## src/rtl/order_queue_ctrl.sv

```systemverilog
// In-order tag queue controller driving an external synchronous-read memory.
// Tracks head/tail/occupancy and masks the head while a same-entry write/read collision is in flight.
module order_queue_ctrl #(
    parameter int WIDTH        = 5,
    parameter int DEPTH        = 32,
    parameter int ADDRESSWIDTH = 6,
    parameter int PTRWIDTH     = 5
) (
    input  logic                    clock,
    input  logic                    reset,
    input  logic                    flush,
    input  logic                    push,
    input  logic [WIDTH-1:0]        push_tag,
    input  logic                    pop,
    output logic                    mem_we,
    output logic [ADDRESSWIDTH-1:0] mem_dest,
    output logic [ADDRESSWIDTH-1:0] mem_source,
    output logic [WIDTH-1:0]        mem_dataIn,
    input  logic [WIDTH-1:0]        mem_dataOut,
    output logic [WIDTH-1:0]        head_tag,
    output logic                    head_valid,
    output logic                    full,
    output logic                    empty,
    output logic [PTRWIDTH:0]       count,
    output logic                    overflow,
    output logic                    underflow
);

    localparam logic [PTRWIDTH:0] DEPTHCOUNT = (PTRWIDTH+1)'(DEPTH);

    logic [PTRWIDTH-1:0] headPtr;
    logic [PTRWIDTH-1:0] tailPtr;
    logic [PTRWIDTH-1:0] headNext;
    logic [PTRWIDTH:0]   countAfterPop;
    logic                stale;
    logic                pushAcc;
    logic                popAcc;

    assign full       = (count == DEPTHCOUNT);
    assign empty      = (count == '0);
    assign head_valid = (count != '0) && !stale;

    assign pushAcc = push && !full && !flush && !reset;
    assign popAcc  = pop && head_valid && !flush && !reset;

    // Read address runs one entry ahead on a pop so the new head is on mem_dataOut next cycle.
    assign headNext      = headPtr + PTRWIDTH'(popAcc);
    assign countAfterPop = count - (PTRWIDTH+1)'(popAcc);

    assign mem_we     = pushAcc;
    assign mem_dest   = ADDRESSWIDTH'(tailPtr);
    assign mem_dataIn = push_tag;
    assign mem_source = ADDRESSWIDTH'(headNext);
    assign head_tag   = mem_dataOut;

    always_ff @(posedge clock) begin
        if (reset) begin
            headPtr <= '0;
            tailPtr <= '0;
            count   <= '0;
            stale   <= 1'b0;
        end else if (flush) begin
            headPtr <= '0;
            tailPtr <= '0;
            count   <= '0;
            stale   <= 1'b0;
        end else begin
            if (pushAcc) begin
                tailPtr <= tailPtr + PTRWIDTH'(1);
            end
            headPtr <= headNext;
            count   <= countAfterPop + (PTRWIDTH+1)'(pushAcc);
            // Writing the entry being read this edge: memory hands back the old contents.
            stale   <= pushAcc && (countAfterPop == '0);
        end
    end

    always_ff @(posedge clock) begin
        if (reset) begin
            overflow  <= 1'b0;
            underflow <= 1'b0;
        end else begin
            if (push && full && !flush) begin
                overflow <= 1'b1;
            end
            if (pop && !head_valid && !flush) begin
                underflow <= 1'b1;
            end
        end
    end

endmodule

```

## config.mk

```make
export PLATFORM = sky130hd
export DESIGN_NAME = order_queue_ctrl
export DESIGN_NICKNAME = d
export VERILOG_FILES = /design/src/rtl/order_queue_ctrl.sv
export SDC_FILE = /design/constraint.sdc
export NUM_CORES = 1
export LEC_CHECK = 0
export ABC_AREA = 1
export BUFFER_PORTS_ARGS = -buffer_cell sky130_fd_sc_hd__buf_2
export CAP_MARGIN = 20
export CORE_MARGIN = 2
export CORE_UTILIZATION = 49
export CTS_BUF_LIST = sky130_fd_sc_hd__clkbuf_4
export CTS_CLUSTER_DIAMETER = 200
export DETAILED_ROUTE_END_ITERATION = 8
export PLACE_DENSITY_LB_ADDON = 0.05
export SLEW_MARGIN = 20
export SYNTH_ARGS = -nofsm -noshare
export SYNTH_HDL_FRONTEND = slang
export SYNTH_SLANG_ARGS = --single-unit
export TNS_END_PERCENT = 100
```

## constraint.sdc

```tcl
create_clock -name clock -period 2.5 [get_ports clock]
set_input_delay 0.25 -clock clock [delete_from_list [all_inputs] [get_ports clock]]
set_output_delay 0.25 -clock clock [all_outputs]
set_load 0.05 [all_outputs]
```

== Yosys cells after proc, flatten, opt, wreduce, memory -nomap -nowiden ==
Index checks and enable logic that the tools add are counted.
Cells by class
  $add $sub $neg: 4
  equality and inequality tests: 1
  reductions and logical operators: 21
Operators with widths (number)
  1-bit logical AND: 12
  6-bit logical NOT: 2
  6-bit by 1-bit adder with 6-bit output: 1
  6-bit == test (second input constant): 1
  6-bit nonzero test: 1
  6-bit by 1-bit subtractor with 6-bit output: 1
  5-bit by 1-bit adder with 5-bit output: 1
  5-bit by 1-bit adder with 5-bit output (second input constant): 1
  1-bit logical NOT: 5
  2-bit OR reduction: 1
Storage, ports and cells
  register bits after elaboration: 19
  input port bits: 15
  output and inout port bits: 34
  word-level logic and storage cells: 32

== Logic depth before layout (Yosys ltp) ==
  depth after elaboration: 8
  gate-level depth with buffers: 16
  gate-level depth less buffers: 16

== Worst setup path after synthesis ==
OpenSTA, ideal clock, no wires.
  path type: register -> output
  start: register count[2]
  end: output port mem_source[2]
  arrival: 2.667 ns
  required time: 2.250 ns
  setup slack: -0.417 ns
  cell stages (with the launch flop): 11
  path buffers: 0
  path through: dfxtp_1 > nor2_4 > nand3_1 > nor2_2 > or2_1 > nor2_1 > ha_1 > ha_1 > nand2_1 > inv_1 > nor2_1
Between the ends
  longest elaborated chain between the ends: 6
RTL lines
  start, declared: RTL line 24  | output logic [PTRWIDTH:0] count,
  start signal, assigned: RTL line 72  | count <= countAfterPop + (PTRWIDTH+1)'(pushAcc);
  6-bit nonzero test: RTL line 41  | assign head_valid = (count != '0) && !stale;
  1-bit logical AND: RTL line 41
  1-bit logical AND (3 in series): RTL line 44  | assign popAcc = pop && head_valid && !flush && !reset;
  5-bit by 1-bit adder with 5-bit output: RTL line 47  | assign headNext = headPtr + PTRWIDTH'(popAcc);
  end, declared: RTL line 17  | output logic [ADDRESSWIDTH-1:0] mem_source,
No other way between the ends.

== Worst setup path after layout ==
  start: register count[2]
  end: output port mem_source[4]
Same word-level chain as after synthesis.

==> results.py <==
metrics = {
    "status": {
        "outcome": "completed",
    },
    "cts": {
        "clockBufferDepth": 2,
        "numCtsBuffers": 3,
        "cts_sinks": 19,
        "htreeDepth": 1,
        "clock_latency_ns": 0.29,
        "cts_tree": "built",
        "clock-root-buffer": "clkbuf_4",
        "clkTransAtPathRegs_ns": 0.11,
    },
    "timing": {
        "final_hold_viol_count": 0,
        "clock_skew_ns": 0.00841,
        "setup_slack_ns": 0.132,
        "setup_tns_ns": 0,
        "rsz0062_at_grt": "false",
        "layout_min_cycle_time_ns": 2.37,
        "setup_viol": 0,
        "hold-worst-slack_ns": 0.226,
        "layout_worst_path_cycle_share_pct": 94.7,
        "drv_slew": 0,
        "max_freq_mhz": 422,
    },
    "synthesis": {
        "synth_top_family_by_area": "simple AND/OR/NAND/NOR gates",
        "yosysTopAreaCellShare_pct": 33.6,
        "synth.most_common_cell": "nand2_1",
        "synthTopCellsByCount": "nand2_1, inv_1, dfxtp_1, nor2_1, buf_4",
        "synth_fa_ha_area_share_pct": 7.73,
        "yosysTopAreaCell": "dfxtp_1",
        "yosysUniqueCellTypes": 30,
        "ys_top_cells_by_area": "dfxtp_1, nand2_1, buf_4",
        "synthMuxAreaShare_pct": 0,
        "ys_seq_area_share_pct": 33.6,
        "synth_flop_cell": "dfxtp_1",
        "synthCells": 154,
        "synth-compound-area-share_pct": 4.31,
        "yosys_warnings": 0,
        "ys_ff_latch": 19,
        "syn_area_per_cell_sq_um": 7.35,
        "synth-simple-area-share_pct": 34.0,
        "synth_area_sq_um": 1130,
        "synth_edf_count": 0,
        "synthXorXnorAreaFrac_pct": 3.09,
        "async_flop_share_pct": 0,
    },
    "final_layout": {
        "register_area_sq_um": 395,
        "antenna_cells": 0,
        "layout.nets": 206,
        "syn2layout_area_growth_pct": 22.5,
        "drive_gt1_share_pct": 39.9,
        "nFillCells": 220,
        "multi_input_area_sq_um": 609,
        "final_cells": 211,
    },
    "worst_setup_path": {
        "critPathSlowestCell": "dfxtp_4",
        "cp-endpoint": "mem_source[4]",
        "worstReg2RegEnd": "count[4]$_SDFF_PP0_",
        "r2r_start": "count[1]$_SDFF_PP0_",
        "arrival_ns": 2.12,
        "rrSetupSlack_ns": 0.23,
        "cp_cell_sequence": "nor2_4, nand3_2, nor2_4, or2_4, nor2_4, ha_4, ha_2, nand2_1, inv_2, nand2_1, or2_4, nand2_2, buf_8",
        "max_stage_delay_ns": 0.37,
        "reg2reg_depth": 15,
        "cp_max_fo": 5,
        "worstSetupStartpoint": "count[2]$_SDFF_PP0_",
        "required_ns": 2.25,
        "crit_type": "reg -> out",
        "cp-start-kind": "register",
        "cp-end-kind": "primary output",
        "critPathMostFrequentCell": "nor2_4",
    },
    "power_and_ir_drop": {
        "clkPwrFrac_pct": 28.3,
        "power_density_nw_per_um2": 380,
        "switching_power_w": 0.000144,
        "p_int_w": 0.000383,
        "power_frac_comb_pct": 13.5,
        "ir_drop_mv": 0.261,
        "power.share.sequential_pct": 58.2,
        "p_leak_nw": 0.724,
        "switching_share_pct": 27.3,
    },
    "routing": {
        "routed_wl_microns": 2200,
        "wl_per_cell_microns": 10.4,
        "route.detailed.drc": 0,
        "vias_per_cell": 4.68,
        "initialDrtViolationCount": 15,
        "drtAntennaViolNets": 0,
        "vias": 988,
        "drt_first_pass_iters": 4,
    },
    "placed_design": {
        "io_buffers": 26,
        "place_ws_ns": 0.107,
        "dp_cells": 198,
        "gp_congestion": 0.807,
        "hpwl_microns": 1780,
    },
    "flow_run": {
        "drv_cap": 0,
    },
    "floorplanning": {
        "dieArea_sq_um": 2710,
        "start_util_pct": 51.7,
        "fp-row-count": 17,
        "die_h_microns": 52.1,
        "fp.dieW_microns": 52.1,
        "io_pins": 49,
        "coreArea_sq_um": 2190,
    },
    "global_route": {
        "first_global_vias": 871,
        "antenna_found_initial": 0,
        "grt_overflow_total": 0,
        "track_usage_pct": 17.7,
        "grt_pass1_wl_microns": 3510,
        "grt_max_degree": 13,
    },
    "hold_path": {
        "hp-class": "in -> reg",
    },
}
[power by group through the flow]
stage	combinational, W	sequential, W	clock (W)
2_1_floorplan	0.0000854	0.000328	0
3_3_place_gp	0.0000683	0.000316	0
3_5_place_dp	0.0000684	0.000316	0
4_1_cts	0.0000715	0.000307	0.000161
5_1_grt	0.0000774	0.000307	0.000171
6_report	0.0000710	0.000307	0.000149
[per-stage QoR]
step | total power (W) | util (%) | area (sq um)
floorplan | 0.000413 | - | 1160
global placement | 0.000384 | 56.7 | 1240
detailed placement | 0.000384 | 56.7 | 1240
CTS | 0.000539 | 62.3 | 1370
global route | 0.000556 | 63.3 | 1390
finish | 0.000527 | 63.3 | 1390
[cells in the final DEF (no fill, tap or decap), types with 2 or more instances in the layout]
master    netlist  layout
a21oi_1         5       5
buf_2           0      25
buf_4          12      11
clkbuf_4        0       3
clkinv_2        1       2
conb_1          1       2
dfxtp_1        19      13
dfxtp_2         0       3
dfxtp_4         0       3
ha_1            7       4
ha_2            0       2
inv_1          22      21
inv_2           1       2
nand2_1        29      28
nand2_2         3       4
nand3_1        10       9
nand3_2         2       3
nor2_1         19      17
nor2_2          2       2
nor2_4          2       4
nor3_1          2       2
o21ai_0         2       2
or2_4           1       3
xnor2_1         2       2
xor2_1          2       2
[flip-flops by register name, summed over array words and instances, names as in the netlist]
signal     count
tailPtr        5
count          6
stale          1
overflow       1
underflow      1
headPtr        5
[cells by family (layout without fill, tap and decap cells)]
kind of cell,count (synthesis),in the layout
AOI/OAI and AO/OA,9,9
xor gates and xnor gates,4,4
adders and majority gates,7,7
buffers and inverters,38,66
DFF,19,19
other,1,2
and+or+nand+nor,76,76
[layout make-up]
| class | count | share of cell area (%) |
|---|---|---|
| flip-flops and latches | 19 | 28.5 |
| inverters | 25 | 7.03 |
| clock inverters | 1 | 0.361 |
| well taps | 28 | 2.52 |
| clock buffers | 3 | 1.62 |
| multi-input cells | 98 | 43.9 |
| repair buffers | 37 | 16.1 |
[worst min-delay path by stage]
stage               depth (start not counted)                endpoint              startpoint
finish                                      3  underflow$_SDFFE_PP0P_                     pop
global placement                            2  underflow$_SDFFE_PP0P_  underflow$_SDFFE_PP0P_
detailed placement                          2  underflow$_SDFFE_PP0P_  underflow$_SDFFE_PP0P_
CTS                                         4  underflow$_SDFFE_PP0P_                   reset
global route                                4  underflow$_SDFFE_PP0P_                   reset
floorplan                                   2  underflow$_SDFFE_PP0P_                     pop
[critical path, delay by kind of cell, from the launching register on]
family                     cells  cell delay [ns]
buffers and inverters          2             0.20
adders and majority gates      2             0.31
DFF                            1             0.37
and+or+nand+nor                9             0.93
[timing repair]
action | CTS | global route
setup buffers | 8 | 1
resized for setup | 12 | 3
hold buffers | 0 | 0
setup endpoints to repair | 1 | 3
endpoints found under the hold margin | 0 | 0
pin swaps | 3 | 2
[per-layer routing]
layer  GRT usage [%]  wire [microns]
met5               0               0
met3            2.87             134
met4            8.77              16
met2            31.6            1140
met1            20.0             912
Note: power is estimated with default switching activity, not from simulation.
